===== config.mk =====
export PLATFORM = sky130hd
export DESIGN_NAME = dram_w2b_fifo_ctrl
export DESIGN_NICKNAME = d
export VERILOG_FILES = /design/src/rtl/dram_w2b_pkg.sv /design/src/rtl/dram_w2b_outreg.sv /design/src/rtl/dram_w2b_fifo_ctrl.sv
export SDC_FILE = /design/constraint.sdc
export NUM_CORES = 1
export LEC_CHECK = 0
export BUFFER_PORTS_ARGS = -buffer_cell sky130_fd_sc_hd__buf_2
export CORE_UTILIZATION = 37
export DETAILED_ROUTE_END_ITERATION = 16
export HOLD_SLACK_MARGIN = 0.02
export PLACE_DENSITY_LB_ADDON = 0.05
export SYNTH_ARGS = -nofsm -noshare
export SYNTH_HDL_FRONTEND = slang
export SYNTH_SLANG_ARGS = --single-unit

===== constraint.sdc =====
create_clock -name clk -period 2.04 [get_ports clk]
set_input_delay 0.306 -clock clk [delete_from_list [all_inputs] [get_ports clk]]
set_output_delay 0.306 -clock clk [all_outputs]
set_load 0.03 [all_outputs]

===== src/rtl/dram_w2b_pkg.sv =====
// Shared sizing for the word-in / byte-out dRAM FIFO controller.
// Pointer widths carry one extra wrap bit above the address bits.
package dram_w2b_pkg;

    localparam int AW_W           = 4;
    localparam int BSEL           = 2;
    localparam int DEPTH_W        = 16;
    localparam int BYTES_PER_WORD = 4;

    localparam int WPTR_W  = AW_W + 1;
    localparam int RADDR_W = AW_W + BSEL;
    localparam int RPTR_W  = RADDR_W + 1;
    localparam int LEVEL_W = AW_W + 1;

endpackage


===== src/rtl/dram_w2b_outreg.sv =====
// One-entry output skid register between the dRAM async read port and m_data.
// Loads when RAM has a byte and the register is empty or draining; clr/rst drop it.
module dram_w2b_outreg (
    input  logic       clk,
    input  logic       rst,
    input  logic       clr,
    input  logic       in_vld,
    input  logic [7:0] in_dat,
    input  logic       out_rdy,
    output logic       load,
    output logic       out_vld,
    output logic [7:0] out_dat
);

    logic       vld_q, vld_d;
    logic [7:0] dat_q, dat_d;

    always_comb begin
        load  = in_vld & (~vld_q | out_rdy) & ~clr & ~rst;
        vld_d = vld_q;
        dat_d = dat_q;
        if (clr) begin
            vld_d = 1'b0;
        end else if (load) begin
            vld_d = 1'b1;
            dat_d = in_dat;
        end else if (out_rdy) begin
            vld_d = 1'b0;
        end
    end

    always_ff @(posedge clk) begin
        if (rst) begin
            vld_q <= 1'b0;
            dat_q <= '0;
        end else begin
            vld_q <= vld_d;
            dat_q <= dat_d;
        end
    end

    assign out_vld = vld_q;
    assign out_dat = dat_q;

endmodule


===== src/rtl/dram_w2b_fifo_ctrl.sv =====
// Runs a 16x32-write / 64x8-read dRAM as a word-in, byte-out (LSB first) FIFO.
// Optional output register via DRAM_W2B_FIFO_REGOUT_EN (push->m_valid 2 cycles instead of 1).
module dram_w2b_fifo_ctrl
    import dram_w2b_pkg::*;
(
    input  logic                clk,
    input  logic                rst,
    input  logic                flush,
    input  logic                s_valid,
    output logic                s_ready,
    input  logic [31:0]         s_data,
    output logic                m_valid,
    input  logic                m_ready,
    output logic [7:0]          m_data,
    output logic [LEVEL_W-1:0]  level,
    output logic                full,
    output logic                empty,
    output logic                dram_we,
    output logic [AW_W-1:0]     dram_waddr,
    output logic [31:0]         dram_di,
    output logic [RADDR_W-1:0]  dram_raddr,
    input  logic [7:0]          dram_do
);

    logic [WPTR_W-1:0] wptr_q, wptr_d;
    logic [RPTR_W-1:0] rptr_q, rptr_d;
    logic [WPTR_W-1:0] rword;
    logic              ram_empty;
    logic              push;
    logic              rd_adv;

    // Word-granular view of the read pointer; a slot frees only when byte 3 is consumed.
    assign rword     = rptr_q[RPTR_W-1:BSEL];
    assign ram_empty = (rword == wptr_q);
    assign full      = (wptr_q[AW_W-1:0] == rword[AW_W-1:0]) & (wptr_q[AW_W] != rword[AW_W]);
    assign s_ready   = ~full;
    assign push      = s_valid & s_ready & ~flush & ~rst;
    assign level     = wptr_q - rword;

    assign dram_we    = push;
    assign dram_waddr = wptr_q[AW_W-1:0];
    assign dram_di    = s_data;
    assign dram_raddr = rptr_q[RADDR_W-1:0];

`ifdef DRAM_W2B_FIFO_REGOUT_EN
    logic reg_vld;

    dram_w2b_outreg u_outreg (
        .clk     (clk),
        .rst     (rst),
        .clr     (flush),
        .in_vld  (~ram_empty),
        .in_dat  (dram_do),
        .out_rdy (m_ready),
        .load    (rd_adv),
        .out_vld (reg_vld),
        .out_dat (m_data)
    );

    assign m_valid = reg_vld;
    assign empty   = ~reg_vld & ram_empty;
`else
    assign m_valid = ~ram_empty;
    assign m_data  = dram_do;
    assign empty   = ram_empty;
    assign rd_adv  = m_valid & m_ready;
`endif

    always_comb begin
        wptr_d = wptr_q;
        rptr_d = rptr_q;
        if (flush) begin
            wptr_d = '0;
            rptr_d = '0;
        end else begin
            if (push)   wptr_d = wptr_q + 1'b1;
            if (rd_adv) rptr_d = rptr_q + 1'b1;
        end
    end

    always_ff @(posedge clk) begin
        if (rst) begin
            wptr_q <= '0;
            rptr_q <= '0;
        end else begin
            wptr_q <= wptr_d;
            rptr_q <= rptr_d;
        end
    end

endmodule


; ---- After elaboration in Yosys (flattened, before gate mapping)
; Index checks and enable logic that the tools add are counted.
[totals]
register_bits = 12
latch_bits = 0
mem_bits_rw = 0
rom_bits = 0
elab_cells = 18
memories = 0
[classes]
add_sub_neg = 3
mul = 0
div_mod_pow = 0
n_lt_le_gt_ge = 0
eq_ne = 3
shift = 0
muxes = 0
bitwise = 9
reduce_logical = 1
[ops]
columns = cell, n
row1 = "7-bit by 1-bit adder with 7-bit output, second input constant", 1
row2 = "5-bit by 1-bit adder with 5-bit output, second input constant", 1
row3 = 1-bit bitwise AND, 5
row4 = 5-bit == test, 1
row5 = 5-bit subtractor, 1
row6 = 4-bit == test, 1
row7 = 1-bit NOT, 4
row8 = 2-bit OR reduction, 1
row9 = 1-bit inequality test, 1

; ---- Depth between registers and ports, before layout
[logic_depth]
word_depth = 6
ltp_mapped = 7
ltp_nobuf = 7

; ---- Least setup slack after synthesis
; Ideal clock, no wire load.
[synth_timing]
path_type = register -> output
from = register rptr_q[4]
to = output s_ready
arrival_ns = 1.717
setup_slack_ns = 0.017
stages_incl_launch_ff = 6
path_buffers = 0
path_cell_list = dfxtp_1 inv_1 ha_1 nand4_1 nor2_1 inv_1
[synth_between]
elab_chain_cells = 3
[synth_rtl]
columns = item, line_no
row1 = from (decl), dram_w2b_fifo_ctrl.sv:26  ; logic [RPTR_W-1:0] rptr_q, rptr_d;
row2 = from (signal assigned), dram_w2b_fifo_ctrl.sv:87  ; rptr_q <= rptr_d;
row3 = 4-bit == test, dram_w2b_fifo_ctrl.sv:35  ; assign full = (wptr_q[AW_W-1:0] == rword[AW_W-1:0]) & (wptr_q[AW_W] != rword[AW_W]);
row4 = 1-bit bitwise AND, dram_w2b_fifo_ctrl.sv:35
row5 = via full, dram_w2b_fifo_ctrl.sv:16  ; output logic full,
row6 = 1-bit NOT, dram_w2b_fifo_ctrl.sv:36  ; assign s_ready = ~full;
row7 = to (decl), dram_w2b_fifo_ctrl.sv:10  ; output logic s_ready,
; The timed path passes the listed nets, and every way through them passes these cells.

; ---- Worst setup path after layout
[layout_timing]
from = register wptr_q[0]
to = output level[4]
[layout_between]
elab_chain_cells = 1
[layout_rtl]
columns = item, line_no
row1 = from (decl), dram_w2b_fifo_ctrl.sv:25  ; logic [WPTR_W-1:0] wptr_q, wptr_d;
row2 = from (signal assigned), dram_w2b_fifo_ctrl.sv:86  ; wptr_q <= wptr_d;
row3 = 5-bit subtractor, dram_w2b_fifo_ctrl.sv:38  ; assign level = wptr_q - rword;
row4 = to (decl), dram_w2b_fifo_ctrl.sv:15  ; output logic [LEVEL_W-1:0] level,
; No other way between the ends.

==> flow_metrics.py <==
metrics = {
    "clocking": {
        "cts_tree": "built",
        "cts_made_buffers": 3,
        "cts_buffer_depth": 2,
        "clock_sinks": 12,
        "worstSkewPairLatency_ns": 0.27,
        "path_clk_slew_ns": 0.08,
        "cts_root_buffer": "clkbuf_4",
        "htree_levels": 1,
    },
    "hold_path": {
        "hold_class": "in2reg",
    },
    "routing": {
        "via_count": 773,
        "route.detailed.drc": 18,
        "drt_iter0_drc": 26,
        "vias_per_cell": 4.99,
        "route.detailed.wl_per_inst_um": 14.8,
        "drt-pass1-iter-count": 10,
        "ant_nets": 0,
        "finalWirelength_um": 2290,
    },
    "placed_design": {
        "hpwl_um": 1750,
        "place_area_um2": 938,
        "portBuffers": 24,
        "gp_congestion": 0.743,
    },
    "layout": {
        "nets": 177,
        "synthToLayoutAreaGrowth_pct": -1.13,
        "drive_above_1_share": 0.468,
        "finalInstanceArea_mm2": 0.00109,
        "fill_cells": 306,
        "diodes": 0,
    },
    "critical_path": {
        "cp-endpoint": "level[4]",
        "cp-start-kind": "register",
        "path_class": "reg2out",
        "r2r_slack_ns": 0.12,
        "r2r-end": "rptr_q[5]$_SDFFE_PP0P_",
        "crit_fanout": 2,
        "worstPathArrival_ns": 1.79,
        "endpoint_kind": "output pin",
        "r2r-start": "wptr_q[3]$_SDFFE_PP0P_",
        "crit_start": "wptr_q[0]$_SDFFE_PP0P_",
        "reg2regPathDepth": 7,
        "cp.required_ns": 1.73,
    },
    "global_route": {
        "grt_max_degree": 13,
        "grt_pass1_vias": 742,
        "overflow": 0,
        "antenna_found_initial": 0,
        "track_usage": 0.144,
        "grt_pass1_wl_um": 3500,
    },
    "yosys": {
        "ys.warnings.count": 0,
        "yosys.area.top_type": "buf_4",
        "syn_nets": 187,
        "synth_area_leaders": "buf_4 (34%), dfxtp_1 (22%), ha_1 (6.8%)",
        "synth_top_area_share": 0.339,
        "ys_ff_latch": 12,
        "syn_avg_cell_area_um2": 8.19,
        "synth_cells": 135,
        "ys_types": 25,
        "synth_area_mm2": 0.00111,
        "yosysSeqAreaShare": 0.217,
    },
    "timing": {
        "slew_headroom": 0.725,
        "fmaxAchievable_mhz": 478,
        "fin_setup_tns_ns": -0.0535,
        "hold_ws_ns": 0.337,
        "skew_ns": 0.000361,
        "worst_pin_slew_ns": 0.411,
        "layout_min_cycle_time_ns": 2.09,
        "drv_slew": 0,
        "period_share": 1.03,
        "grt_setup_unrepaired": "true",
        "timing.final.ws_setup_ns": -0.0535,
        "hold_violations": 0,
        "setup_viol": 1,
    },
    "outcome": {
        "status": "finished with violations",
        "violations": "design-rule violations, negative setup slack",
    },
    "power_and_ir_drop": {
        "power.internal_w": 0.000373,
        "swShare": 0.256,
        "ir_drop_v": 0.000196,
        "comb_power_share": 0.139,
        "switchingPower_w": 0.000128,
        "p_seq_frac": 0.473,
        "leakage_nw": 0.474,
        "power_frac_clock": 0.388,
        "p_per_area_mw_per_mm2": 458,
    },
    "die": {
        "io_pins": 105,
        "die_w_um": 56.7,
        "row_count": 19,
        "die_h_um": 56.7,
        "start_util": 0.394,
        "dieArea_mm2": 0.00321,
        "coreArea_mm2": 0.00281,
    },
    "flow_run": {
        "maxCapViolCount": 0,
    },
}
cells in the final DEF (no fill, tap or decap), types with 2 or more instances in the layout:
cell / count
nand2_1: 4
nand4_1: 4
nand3_1: 3
a21oi_1: 7
buf_4: 14
nor2_1: 11
inv_1: 6
dfxtp_1: 8
buf_2: 21
ha_1: 2
xnor2_1: 7
inv_2: 2
dfxtp_2: 3
ha_4: 4
xor2_1: 4
a21o_1: 2
o211ai_1: 2
clkbuf_4: 4
what timing repair did:
action,in CTS,in global routing
pin swaps,4,5
resized for setup,16,6
hold endpoints to repair,0,0
buffers inserted,4,1
endpoints found under the setup margin,7,7
hold buffers,0,0
layout make-up:
type                    instances  area [um^2]  area share
clock buffers                   4         36.3      0.0332
multi-input cells              64          523       0.478
well taps                      31         38.8      0.0355
repair buffers                 36          218       0.199
flip-flops and latches         12          248       0.227
inverters                       8         30.0      0.0275
per-stage QoR:
stage               total power, W   util  std cells  setup WS [ns]
global route              0.000530  0.390        155         -0.169
floorplan                 0.000428      -        135         0.0172
detailed placement        0.000302  0.335        146         0.0618
finish                    0.000501  0.390        155        -0.0535
CTS                       0.000512  0.372        154         -0.102
global placement          0.000303  0.335        146          0.109
sequential cells by signal (all words and copies together), names as in the netlist:
signal and count:
rptr_q 7, wptr_q 5
per-layer routing:
metal | GRT usage | wire length, um
met1 | 0.163 | 951
met2 | 0.219 | 1020
met3 | 0.0461 | 213
met4 | 0.118 | 104
met5 | 0 | 0
power by group through the flow:
stage	clock network [W]	logic [W]	registers, W
global route	0.000218	0.0000745	0.000238
global placement	0	0.0000595	0.000243
finish	0.000194	0.0000695	0.000237
detailed placement	0	0.0000589	0.000243
CTS	0.000208	0.0000663	0.000237
floorplan	0	0.000185	0.000243
cells by family (layout without fill, tap and decap cells):
group                      Yosys count  in the layout  share of synthesized area
AOI/OAI and AO/OA                   17             17                     0.0939
xor gates and xnor gates            13             13                      0.110
adders and majority gates            7              7                     0.0860
buffers and inverters               59             48                      0.370
DFF                                 12             12                      0.217
muxes                                1              1                    0.00905
and+or+nand+nor                     26             26                      0.114
synth_stat cells:
library cell  count
buf_4            50
dfxtp_1          12
nor2_1           11
a21oi_1           8
inv_1             8
xnor2_1           8
ha_1              6
nand2_1           4
nand4_1           4
xor2_1            4
nand3_1           3
a21o_1            2
o211ai_1          2
o21ai_0           2
a211oi_1          1
and4_1            1
clkbuf_1          1
fa_1              1
mux2i_1           1
o21ai_2           1
o31ai_1           1
or2_2             1
or3_2             1
or4_1             1
xor2_2            1
worst min-delay path by stage:
stage	startpoint	end	slack, ns	cells past startpoint
2_1_floorplan	m_ready	rptr_q[1]$_SDFFE_PP0P_	0.46	2
6_report	m_ready	rptr_q[1]$_SDFFE_PP0P_	0.34	3
4_1_cts	m_ready	rptr_q[1]$_SDFFE_PP0P_	0.32	3
3_5_place_dp	rptr_q[1]$_SDFFE_PP0P_	rptr_q[1]$_SDFFE_PP0P_	0.51	2
5_1_grt	m_ready	rptr_q[1]$_SDFFE_PP0P_	0.33	3
3_3_place_gp	rptr_q[1]$_SDFFE_PP0P_	rptr_q[1]$_SDFFE_PP0P_	0.52	2
critical path: stages (launching register included):
cell and delay [ns]:
dfxtp_2 0.33, inv_2 0.07, ha_4 0.12, inv_2 0.04
fa_2 0.34, a21o_1 0.17, a21oi_2 0.14, xnor2_1 0.12
buf_4 0.18
Power figures use the tool's default switching activity.
